===== src/rtl/save_uploader_if.sv =====
// ---------------------------------------------------------------------------
// save_uploader_if
// HPS file-upload (ioctl) bundle between the HPS bridge and save_uploader.
//
// Signals:
//   ioctl_upload  HPS upload session active
//   ioctl_index   HPS file index of the session
//   ioctl_addr    byte address requested by the HPS
//   ioctl_rd      one-cycle read request for ioctl_addr
//   ioctl_din     byte returned to the HPS
//   ioctl_wait    high while the requested byte is not yet valid
//
// Handshake: ioctl_rd is a one-cycle request. If the responder raises
// ioctl_wait in the following cycle, ioctl_din becomes valid in the cycle
// where ioctl_wait drops again. If ioctl_wait does not rise, ioctl_din is
// already valid in the cycle after ioctl_rd. The requester issues no new
// ioctl_rd while ioctl_wait is high.
// ---------------------------------------------------------------------------
interface save_uploader_if;
  logic        ioctl_upload;
  logic [7:0]  ioctl_index;
  logic [24:0] ioctl_addr;
  logic        ioctl_rd;
  logic [7:0]  ioctl_din;
  logic        ioctl_wait;

  modport master (
    output ioctl_upload, ioctl_index, ioctl_addr, ioctl_rd,
    input  ioctl_din, ioctl_wait
  );

  modport slave (
    input  ioctl_upload, ioctl_index, ioctl_addr, ioctl_rd,
    output ioctl_din, ioctl_wait
  );
endinterface


===== src/rtl/save_uploader.sv =====
// ---------------------------------------------------------------------------
// save_uploader
// Serves cartridge save RAM to the HPS during an upload session, and asks
// the HPS to upload (save_req) once the console has stopped writing save
// RAM for IDLE_CYCLES cycles.
//
// Ports:
//   clk_sys      system clock, all logic on its rising edge
//   reset_n      synchronous active-low reset
//   cart_save    save type: 1 high-score (2048 B), 2 SaveKey (32768 B),
//                anything else means no save RAM
//   ioctl        HPS upload bundle (slave side)
//   sram_addr    save-RAM read address (data returns one cycle later)
//   sram_q       save-RAM read data
//   core_we      one-cycle pulse per console write to save RAM
//   save_req     level request to the HPS to upload the save data
//   upload_busy  registered "upload to this block in progress"
//   dbg_state    read FSM state: 0 IDLE, 1 ADDR, 2 WAIT, 3 HOLD
// ---------------------------------------------------------------------------
module save_uploader #(
  parameter int         ADDR_W      = 15,
  parameter int         IDLE_CYCLES = 7159090,
  parameter logic [7:0] SAVE_INDEX  = 8'd1
) (
  input  logic                clk_sys,
  input  logic                reset_n,
  input  logic [7:0]          cart_save,
  save_uploader_if.slave      ioctl,
  output logic [ADDR_W-1:0]   sram_addr,
  input  logic [7:0]          sram_q,
  input  logic                core_we,
  output logic                save_req,
  output logic                upload_busy,
  output logic [1:0]          dbg_state
);

  localparam int LIM_W = ADDR_W + 1;
  // IDLE_CYCLES-1 always fits in clog2(IDLE_CYCLES) bits.
  localparam int CNT_W = (IDLE_CYCLES > 1) ? $clog2(IDLE_CYCLES) : 1;
  localparam logic [CNT_W-1:0] CNT_RELOAD = CNT_W'(IDLE_CYCLES - 1);

  typedef enum logic [1:0] {
    ST_IDLE = 2'd0,
    ST_ADDR = 2'd1,
    ST_WAIT = 2'd2,
    ST_HOLD = 2'd3
  } rd_state_t;

  rd_state_t         state, state_nx;
  logic [7:0]        din_nx;
  logic              wait_nx;
  logic [ADDR_W-1:0] sram_addr_nx;

  logic              sel;
  logic              save_en;
  logic [LIM_W-1:0]  limit;
  logic              in_range;
  logic              busy_fall;
  logic              dirty;
  logic [CNT_W-1:0]  quiet_cnt;

  assign sel       = ioctl.ioctl_upload & (ioctl.ioctl_index == SAVE_INDEX);
  assign save_en   = (cart_save == 8'd1) | (cart_save == 8'd2);
  assign in_range  = ioctl.ioctl_addr < 25'(limit);
  // upload_busy still high while sel has already dropped: the edge where
  // upload_busy falls.
  assign busy_fall = upload_busy & ~sel;
  assign dbg_state = state;

  always_comb begin
    limit = '0;
    case (cart_save)
      8'd1:    limit = LIM_W'(2048);
      8'd2:    limit = LIM_W'(32768);
      default: limit = '0;
    endcase
  end

  // ---------------- read FSM ----------------
  always_ff @(posedge clk_sys) begin
    if (!reset_n) begin
      state            <= ST_IDLE;
      ioctl.ioctl_din  <= 8'h00;
      ioctl.ioctl_wait <= 1'b0;
      sram_addr        <= '0;
    end else begin
      state            <= state_nx;
      ioctl.ioctl_din  <= din_nx;
      ioctl.ioctl_wait <= wait_nx;
      sram_addr        <= sram_addr_nx;
    end
  end

  always_comb begin
    state_nx     = state;
    din_nx       = ioctl.ioctl_din;
    wait_nx      = ioctl.ioctl_wait;
    sram_addr_nx = sram_addr;
    if (!sel) begin
      // Session ended or switched to another file: abandon any read,
      // keep the last byte on ioctl_din.
      state_nx = ST_IDLE;
      wait_nx  = 1'b0;
    end else begin
      case (state)
        ST_IDLE, ST_HOLD: begin
          if (ioctl.ioctl_rd) begin
            if (in_range) begin
              // The address register is loaded on acceptance so it is on
              // sram_addr throughout ADDR; the RAM answers during WAIT.
              state_nx     = ST_ADDR;
              wait_nx      = 1'b1;
              sram_addr_nx = ioctl.ioctl_addr[ADDR_W-1:0];
            end else begin
              // Beyond the save size: answer immediately with erased data.
              state_nx = ST_HOLD;
              din_nx   = 8'hFF;
              wait_nx  = 1'b0;
            end
          end
        end
        ST_ADDR: state_nx = ST_WAIT;
        ST_WAIT: begin
          din_nx   = sram_q;
          wait_nx  = 1'b0;
          state_nx = ST_HOLD;
        end
        default: state_nx = ST_IDLE;
      endcase
    end
  end

  // ---------------- dirty tracking / save request ----------------
  always_ff @(posedge clk_sys) begin
    if (!reset_n) begin
      upload_busy <= 1'b0;
      dirty       <= 1'b0;
      quiet_cnt   <= '0;
      save_req    <= 1'b0;
    end else begin
      upload_busy <= sel;
      if (!save_en) begin
        dirty     <= 1'b0;
        quiet_cnt <= '0;
        save_req  <= 1'b0;
      end else if (busy_fall) begin
        // Upload finished: data is saved, unless a write lands right now.
        save_req  <= 1'b0;
        dirty     <= core_we;
        quiet_cnt <= core_we ? CNT_RELOAD : '0;
      end else if (core_we) begin
        dirty     <= 1'b1;
        quiet_cnt <= CNT_RELOAD;
      end else if (dirty) begin
        if (quiet_cnt != '0) begin
          quiet_cnt <= quiet_cnt - 1'b1;
        end else if (!upload_busy) begin
          save_req <= 1'b1;
        end
      end
    end
  end

endmodule


===== src/flat_wrapper.sv =====
// flat-port wrapper written by rule: the top's interface ports become plain ports
module save_uploader_flat 
#(
  parameter int         ADDR_W      = 15,
  parameter int         IDLE_CYCLES = 7159090,
  parameter logic [7:0] SAVE_INDEX  = 8'd1
)
  (clk_sys, reset_n, cart_save, sram_addr, sram_q, core_we, save_req, upload_busy, dbg_state, ioctl_ioctl_upload, ioctl_ioctl_index, ioctl_ioctl_addr, ioctl_ioctl_rd, ioctl_ioctl_din, ioctl_ioctl_wait);
  save_uploader_if ioctl_i ();
  input  logic clk_sys;
  input  logic reset_n;
  input  logic [7:0] cart_save;
  output logic [ADDR_W-1:0] sram_addr;
  input  logic [7:0] sram_q;
  input  logic core_we;
  output logic save_req;
  output logic upload_busy;
  output logic [1:0] dbg_state;
  input wire logic [$bits(ioctl_i.ioctl_upload)-1:0] ioctl_ioctl_upload;
  input wire logic [$bits(ioctl_i.ioctl_index)-1:0] ioctl_ioctl_index;
  input wire logic [$bits(ioctl_i.ioctl_addr)-1:0] ioctl_ioctl_addr;
  input wire logic [$bits(ioctl_i.ioctl_rd)-1:0] ioctl_ioctl_rd;
  output wire logic [$bits(ioctl_i.ioctl_din)-1:0] ioctl_ioctl_din;
  output wire logic [$bits(ioctl_i.ioctl_wait)-1:0] ioctl_ioctl_wait;
  assign ioctl_i.ioctl_upload = ioctl_ioctl_upload;
  assign ioctl_i.ioctl_index = ioctl_ioctl_index;
  assign ioctl_i.ioctl_addr = ioctl_ioctl_addr;
  assign ioctl_i.ioctl_rd = ioctl_ioctl_rd;
  assign ioctl_ioctl_din = ioctl_i.ioctl_din;
  assign ioctl_ioctl_wait = ioctl_i.ioctl_wait;
  save_uploader #(.ADDR_W(ADDR_W), .IDLE_CYCLES(IDLE_CYCLES), .SAVE_INDEX(SAVE_INDEX)) u_core (.clk_sys(clk_sys), .reset_n(reset_n), .cart_save(cart_save), .ioctl(ioctl_i), .sram_addr(sram_addr), .sram_q(sram_q), .core_we(core_we), .save_req(save_req), .upload_busy(upload_busy), .dbg_state(dbg_state));
endmodule

===== config.mk =====
export PLATFORM = sky130hd
export DESIGN_NAME = save_uploader_flat
export DESIGN_NICKNAME = d
export VERILOG_FILES = /design/src/rtl/save_uploader_if.sv /design/src/rtl/save_uploader.sv /design/src/flat_wrapper.sv
export SDC_FILE = /design/constraint.sdc
export NUM_CORES = 1
export LEC_CHECK = 0
export ABC_AREA = 1
export CAP_MARGIN = 20
export CORE_MARGIN = 5
export CORE_UTILIZATION = 35
export DETAILED_ROUTE_END_ITERATION = 8
export SLEW_MARGIN = 20
export SYNTH_ARGS = -nofsm -noshare
export SYNTH_HDL_FRONTEND = slang
export SYNTH_SLANG_ARGS = --single-unit

===== constraint.sdc =====
create_clock -name clk_sys -period 2.8 [get_ports clk_sys]
set_input_delay 0.84 -clock clk_sys [delete_from_list [all_inputs] [get_ports clk_sys]]
set_output_delay 0.84 -clock clk_sys [all_outputs]
set_load 0.1 [all_outputs]

## Word level (Yosys, flattened, before mapping)

Cells that the tools add are included.

- Flip-flop bits (word level): 52
- Input port bits: 54
- Logic and storage cells: 59

- Add/subtract/negate cells: 1
- Magnitude comparators: 1
- Eq/ne operators: 8
- Multiplexer cells: 17
- Bitwise operators: 9
- Reduce and logical (&&, ||, !) cells: 15

Operator list:

| operator | number |
|---|---|
| $mux W23 | 5 |
| $pmux W16 S2 | 1 |
| $lt A25 B16 Y1 | 1 |
| $reduce_bool A23 Y1 | 1 |
| $sub A23 B1 Y23 const B | 1 |
| $eq A8 B1 Y1 const B | 2 |
| $mux W8 | 2 |
| $pmux W8 S2 | 1 |
| $reduce_and A4 Y1 | 3 |
| $eq A8 B2 Y1 const B | 1 |
| $reduce_and A2 Y1 | 4 |
| $not A1 Y1 | 6 |
| $pmux W2 S3 | 1 |
| $reduce_bool A3 Y1 | 2 |
| $eq A2 B2 Y1 const B | 2 |
| $mux W1 | 4 |
| $mux W2 | 2 |
| $ne A2 B2 Y1 const B | 2 |
| $reduce_bool A2 Y1 | 2 |
| $reduce_or A3 Y1 | 1 |
| $and A1 B1 Y1 | 2 |
| $eq A2 B1 Y1 const B | 1 |
| $logic_not A2 Y1 | 1 |
| $pmux W1 S2 | 1 |
| 2 further kinds | 2 |

## Longest topological paths before layout

- Word-level depth: 6
- Mapped depth: 15
- Mapped depth without buffers: 14

## Worst setup path before layout

Ideal clock, no wire load.

- Path type: input to register
- From: input cart_save[7]
- To: register u_core.ioctl.ioctl_din[6]
- Library setup time: 0.119 ns
- Arrival time: 2.174 ns
- Slack: 0.507 ns
- Stages: 14
- Path buffers: 1
- Path through: nor2_1 > and2_1 > nand2_1 > ha_1 > inv_1 > nor2_1 > nand2_1 > nand2_1 > nand2_1 > nand2_1 > buf_2 > nand3_1 > nand2_1 > nor2_1

- Cells in the longest elaborated chain, start to end: 5

Ends and longest elaborated chain:

| item | RTL line | RTL |
|---|---|---|
| start: declaration | flat_wrapper.sv:12 | `input logic [7:0] cart_save;` |
| $eq A8 B2 Y1 or $eq A8 B1 Y1 (tied branches) | save_uploader.sv:72 | `case (cart_save)` |
| $pmux W16 S2 * | save_uploader.sv:72 |  |
| $lt A25 B16 Y1 * | save_uploader.sv:64 | `assign in_range = ioctl.ioctl_addr < 25'(limit);` |
| $ne A2 B2 Y1 (no source line) * | n/a |  |
| $reduce_and A4 Y1 (no source line) * | n/a |  |
| end signal: assignment | save_uploader.sv:88 | `ioctl.ioctl_din <= din_nx;` |
| end: declaration | save_uploader_if.sv:34 | `output ioctl_din, ioctl_wait` |

Every way passes the cells marked *; elsewhere a longest branch is shown, timed or not.
A chain may end at the register's enable or synchronous reset.

## Worst setup path in the final report

- From: input cart_save[1]
- To: register u_core.sram_addr[6]

- Cells in the longest elaborated chain, start to end: 4

Ends and longest elaborated chain:

| item | RTL line | RTL |
|---|---|---|
| $eq A8 B2 Y1 or $eq A8 B1 Y1 (tied branches) | save_uploader.sv:72 |  |
| $pmux W16 S2 * | save_uploader.sv:72 |  |
| $lt A25 B16 Y1 * | save_uploader.sv:64 |  |
| $reduce_and A4 Y1 (no source line) * | n/a |  |
| end signal: assignment | save_uploader.sv:90 | `sram_addr <= sram_addr_nx;` |
| end: declaration | save_uploader.sv:29 | `output logic [ADDR_W-1:0] sram_addr,` |

Marks and branches as above.

==> metrics.cfg <==
[clock_tree]
numCtsBuffers = 5
tritoncts = yes
clk_latency_ns = 0.31
postCtsHoldBufs = 0
clkTransAtPathRegs_ns = 0.10
cts.sinks = 52
clockRootBuffer = clkbuf_8
cts_max_path_buffers = 2
htreeDepth = 2

[timing]
slew-limit-headroom_pct = 70.3
finalSetupViolCount = 0
max_freq_ghz = 0.395
fin_crit_sh_pct = 90.4
clock_skew_ns = 0.00880
hold_viol = 0
slew_violations = 0
rsz0062_at_grt = false
worst_pin_slew_ns = 0.444
min_period_ns = 2.53
setup_slack_ns = 0.269

[critical_path]
critPathRequiredTime_ns = 3.05
cp.arrival_ns = 2.78
end_kind = register
crit_family = simple AND/OR/NAND/NOR gates
cp_slowest_cell = clkdlybuf4s50_1
start_kind = input pin
timing.critical_path.mode_cell = nand2_1
cpPeakStageDelay_ns = 0.46
worstSetupPathType = in -> reg
crit_chain = clkdlybuf4s50_1, inv_1, nor3_2, nand2_1, ha_1, nor2_1, nand2_1, nor2_1, nand2_1, nor2_1, nand2_1, buf_12, nand2_1, nand2_1, nor2_1
path_buf_inv = 3
critical_path.max_fanout = 30

[drt]
wl_met3_um = 654
routed_wl_um = 7690
top_layer_used = met4
wl_per_cell_um = 11.5
wl_met1_um = 3200
route.detailed.drc = 0
initialDrtViolationCount = 76
routed-wl-met2_um = 3740
drt_first_pass_iters = 4
via_count = 3077
drt.antenna.violating_nets = 0
vias_per_cell = 4.62

[global_routing]
grt_pass1_vias = 2953
grt_start_max_net_pins = 31
grt_usage_pct = 15.5
grt_antenna_before_repair = 0
grt_first_pass_wirelength_um = 13100
grt_overflow = 0

[die]
num_rows = 33
die_height_um = 102
coreArea_mm2 = 0.00822
ios = 82
die_w_um = 102
die_area_mm2 = 0.0103
start_util_pct = 35.8

[layout]
layout_commonest_cell = nand2_1
diodes = 0
final_cell_mix = nand2_1 (109), nor2_1 (105), inv_1 (64)
final_nets = 619
area_delta_synth_final_pct = 35.5
stdcell_area_mm2 = 0.00399
num-fill-cells = 836
drive_gt1_share_pct = 13.0

[run_status]
run_status = finished, final reports clean

[placed_design]
gp_congestion = 0.797
post-place-ws_ns = -0.0592
numPortBuffers = 81
dp_hpwl_um = 6220
postPlaceCellArea_mm2 = 0.00386

[yosys]
yosys-top-cells-area = dfxtp_1 (35%), nand2_1 (14%), nor2_1 (13%)
synth.cell_area_mm2 = 0.00294
yosys_warnings = 0
ys_seq_area_share_pct = 35.4
synth_cell_types = 31
synth_seq_cells = 52
avgSynthCellArea_um2 = 6.24
synth_top_area_cell = dfxtp_1
synth_top_family_by_area = simple AND/OR/NAND/NOR gates
synth_simple_gate_area_share_pct = 42.2
synth-xor-area-share_pct = 0.596
synth_compound_area_share_pct = 8.98
synthAdderAreaFrac_pct = 2.13
synth_top_area_share_pct = 35.4
syn-num-nets = 530
postSynthCellCount = 471
synth_mux_area_share_pct = 0

[pwr]
powerDensity_mw_per_mm2 = 357
p_leak_nw = 2.02
finalPower_mw = 1.42
ir_worst_vdd_mv = 0.185

[run]
maxCapViolations = 0

[worst_hold_path]
hold_class = reg -> reg

[cell families after synthesis]
group                    Yosys count
flip-flops                        52
XOR/XNOR                           2
buffers and inverters             77
adder cells (fa/ha/maj)            5
AO/OA/AOI/OAI                     51
AND/OR/NAND/NOR                  284
[metal layers]
metal | vias to the layer above | GRT usage, %
met1 | 1366 | 17.1
li1 | 1636 | -
met3 | 11 | 6.47
met2 | 64 | 27.7
met4 | 0 | 3.48
met5 | - | 0
[flip-flops by register name (all words and copies together), names as in the netlist]
name and flops:
u_core.dbg_state 2, u_core.dirty 1, u_core.ioctl.ioctl_din 8, u_core.ioctl.ioctl_wait 1, u_core.quiet_cnt 23, u_core.save_req 1, u_core.sram_addr 15, u_core.upload_busy 1
[worst paths after layout]
check	to	start	slack, ns	cells after the start
hold / removal	u_core.save_req$_SDFFE_PP0P_	u_core.save_req$_SDFFE_PP0P_	0.48	2
hold reg to reg	u_core.save_req$_SDFFE_PP0P_	u_core.save_req$_SDFFE_PP0P_	0.48	2
setup reg to reg	u_core.quiet_cnt[20]$_SDFFE_PN0P_	u_core.quiet_cnt[0]$_SDFFE_PN0P_	1.07	11
setup / recovery	u_core.sram_addr[6]$_SDFFE_PN0P_	cart_save[1]	0.27	15
[final cells by class]
class                   instances  area [um2]  area share, %
multi-input cells             342        1590           39.9
flip-flops and latches         52        1040           26.1
repair buffers                 94         863           21.7
inverters                      65         244           6.12
well taps                     105         131           3.30
clock buffers                   5        68.8           1.73
clock inverters                 3        46.3           1.16
[worst min-delay path, stage by stage (launching register included)]
cell,delay [ns]
dfxtp_1,0.34
nand2_1,0.05
o21ai_0,0.06
[through the flow]
stage / cells / hold slack [ns] / util [%] / setup TNS (ns)
floorplan: 471 / 0.464 / - / 0
global placement: 658 / 0.459 / 47.0 / 0
detailed placement: 658 / 0.468 / 47.0 / -0.589
CTS: 666 / 0.498 / 48.4 / 0
global route: 666 / 0.524 / 48.5 / 0
finish: 666 / 0.483 / 48.5 / 0
[cell usage after synthesis]
master / count
nand3_1: 29
ha_1: 5
buf_4: 1
nor3_1: 4
o21ai_0: 11
and2_1: 1
nand2_1: 109
clkinv_1: 1
nand2_2: 3
inv_1: 64
a21boi_0: 1
nor2b_1: 1
buf_2: 5
nor4_1: 1
o21ai_1: 9
buf_6: 2
xnor2_1: 2
nand3_4: 1
nor2_2: 11
a21oi_1: 28
nand3_2: 3
nor3_2: 1
nand2_4: 1
o221ai_1: 1
nor2_1: 105
dfxtp_1: 52
nand4_1: 11
clkbuf_1: 4
or2_2: 1
nor2_4: 2
o21a_1: 1
[where the power goes]
group / switching (mW) / internal [mW] / total, mW
Clock: 0.271 / 0.270 / 0.541
Combinational: 0.0543 / 0.0870 / 0.141
Sequential: 0.000758 / 0.740 / 0.741
[timing repair]
action | 4_1_cts | 5_1_grt
buffers inserted | 0 | 0
setup endpoints to repair | 0 | 14
resized for setup | 0 | 1
Note: power is estimated with default switching activity, not from simulation.
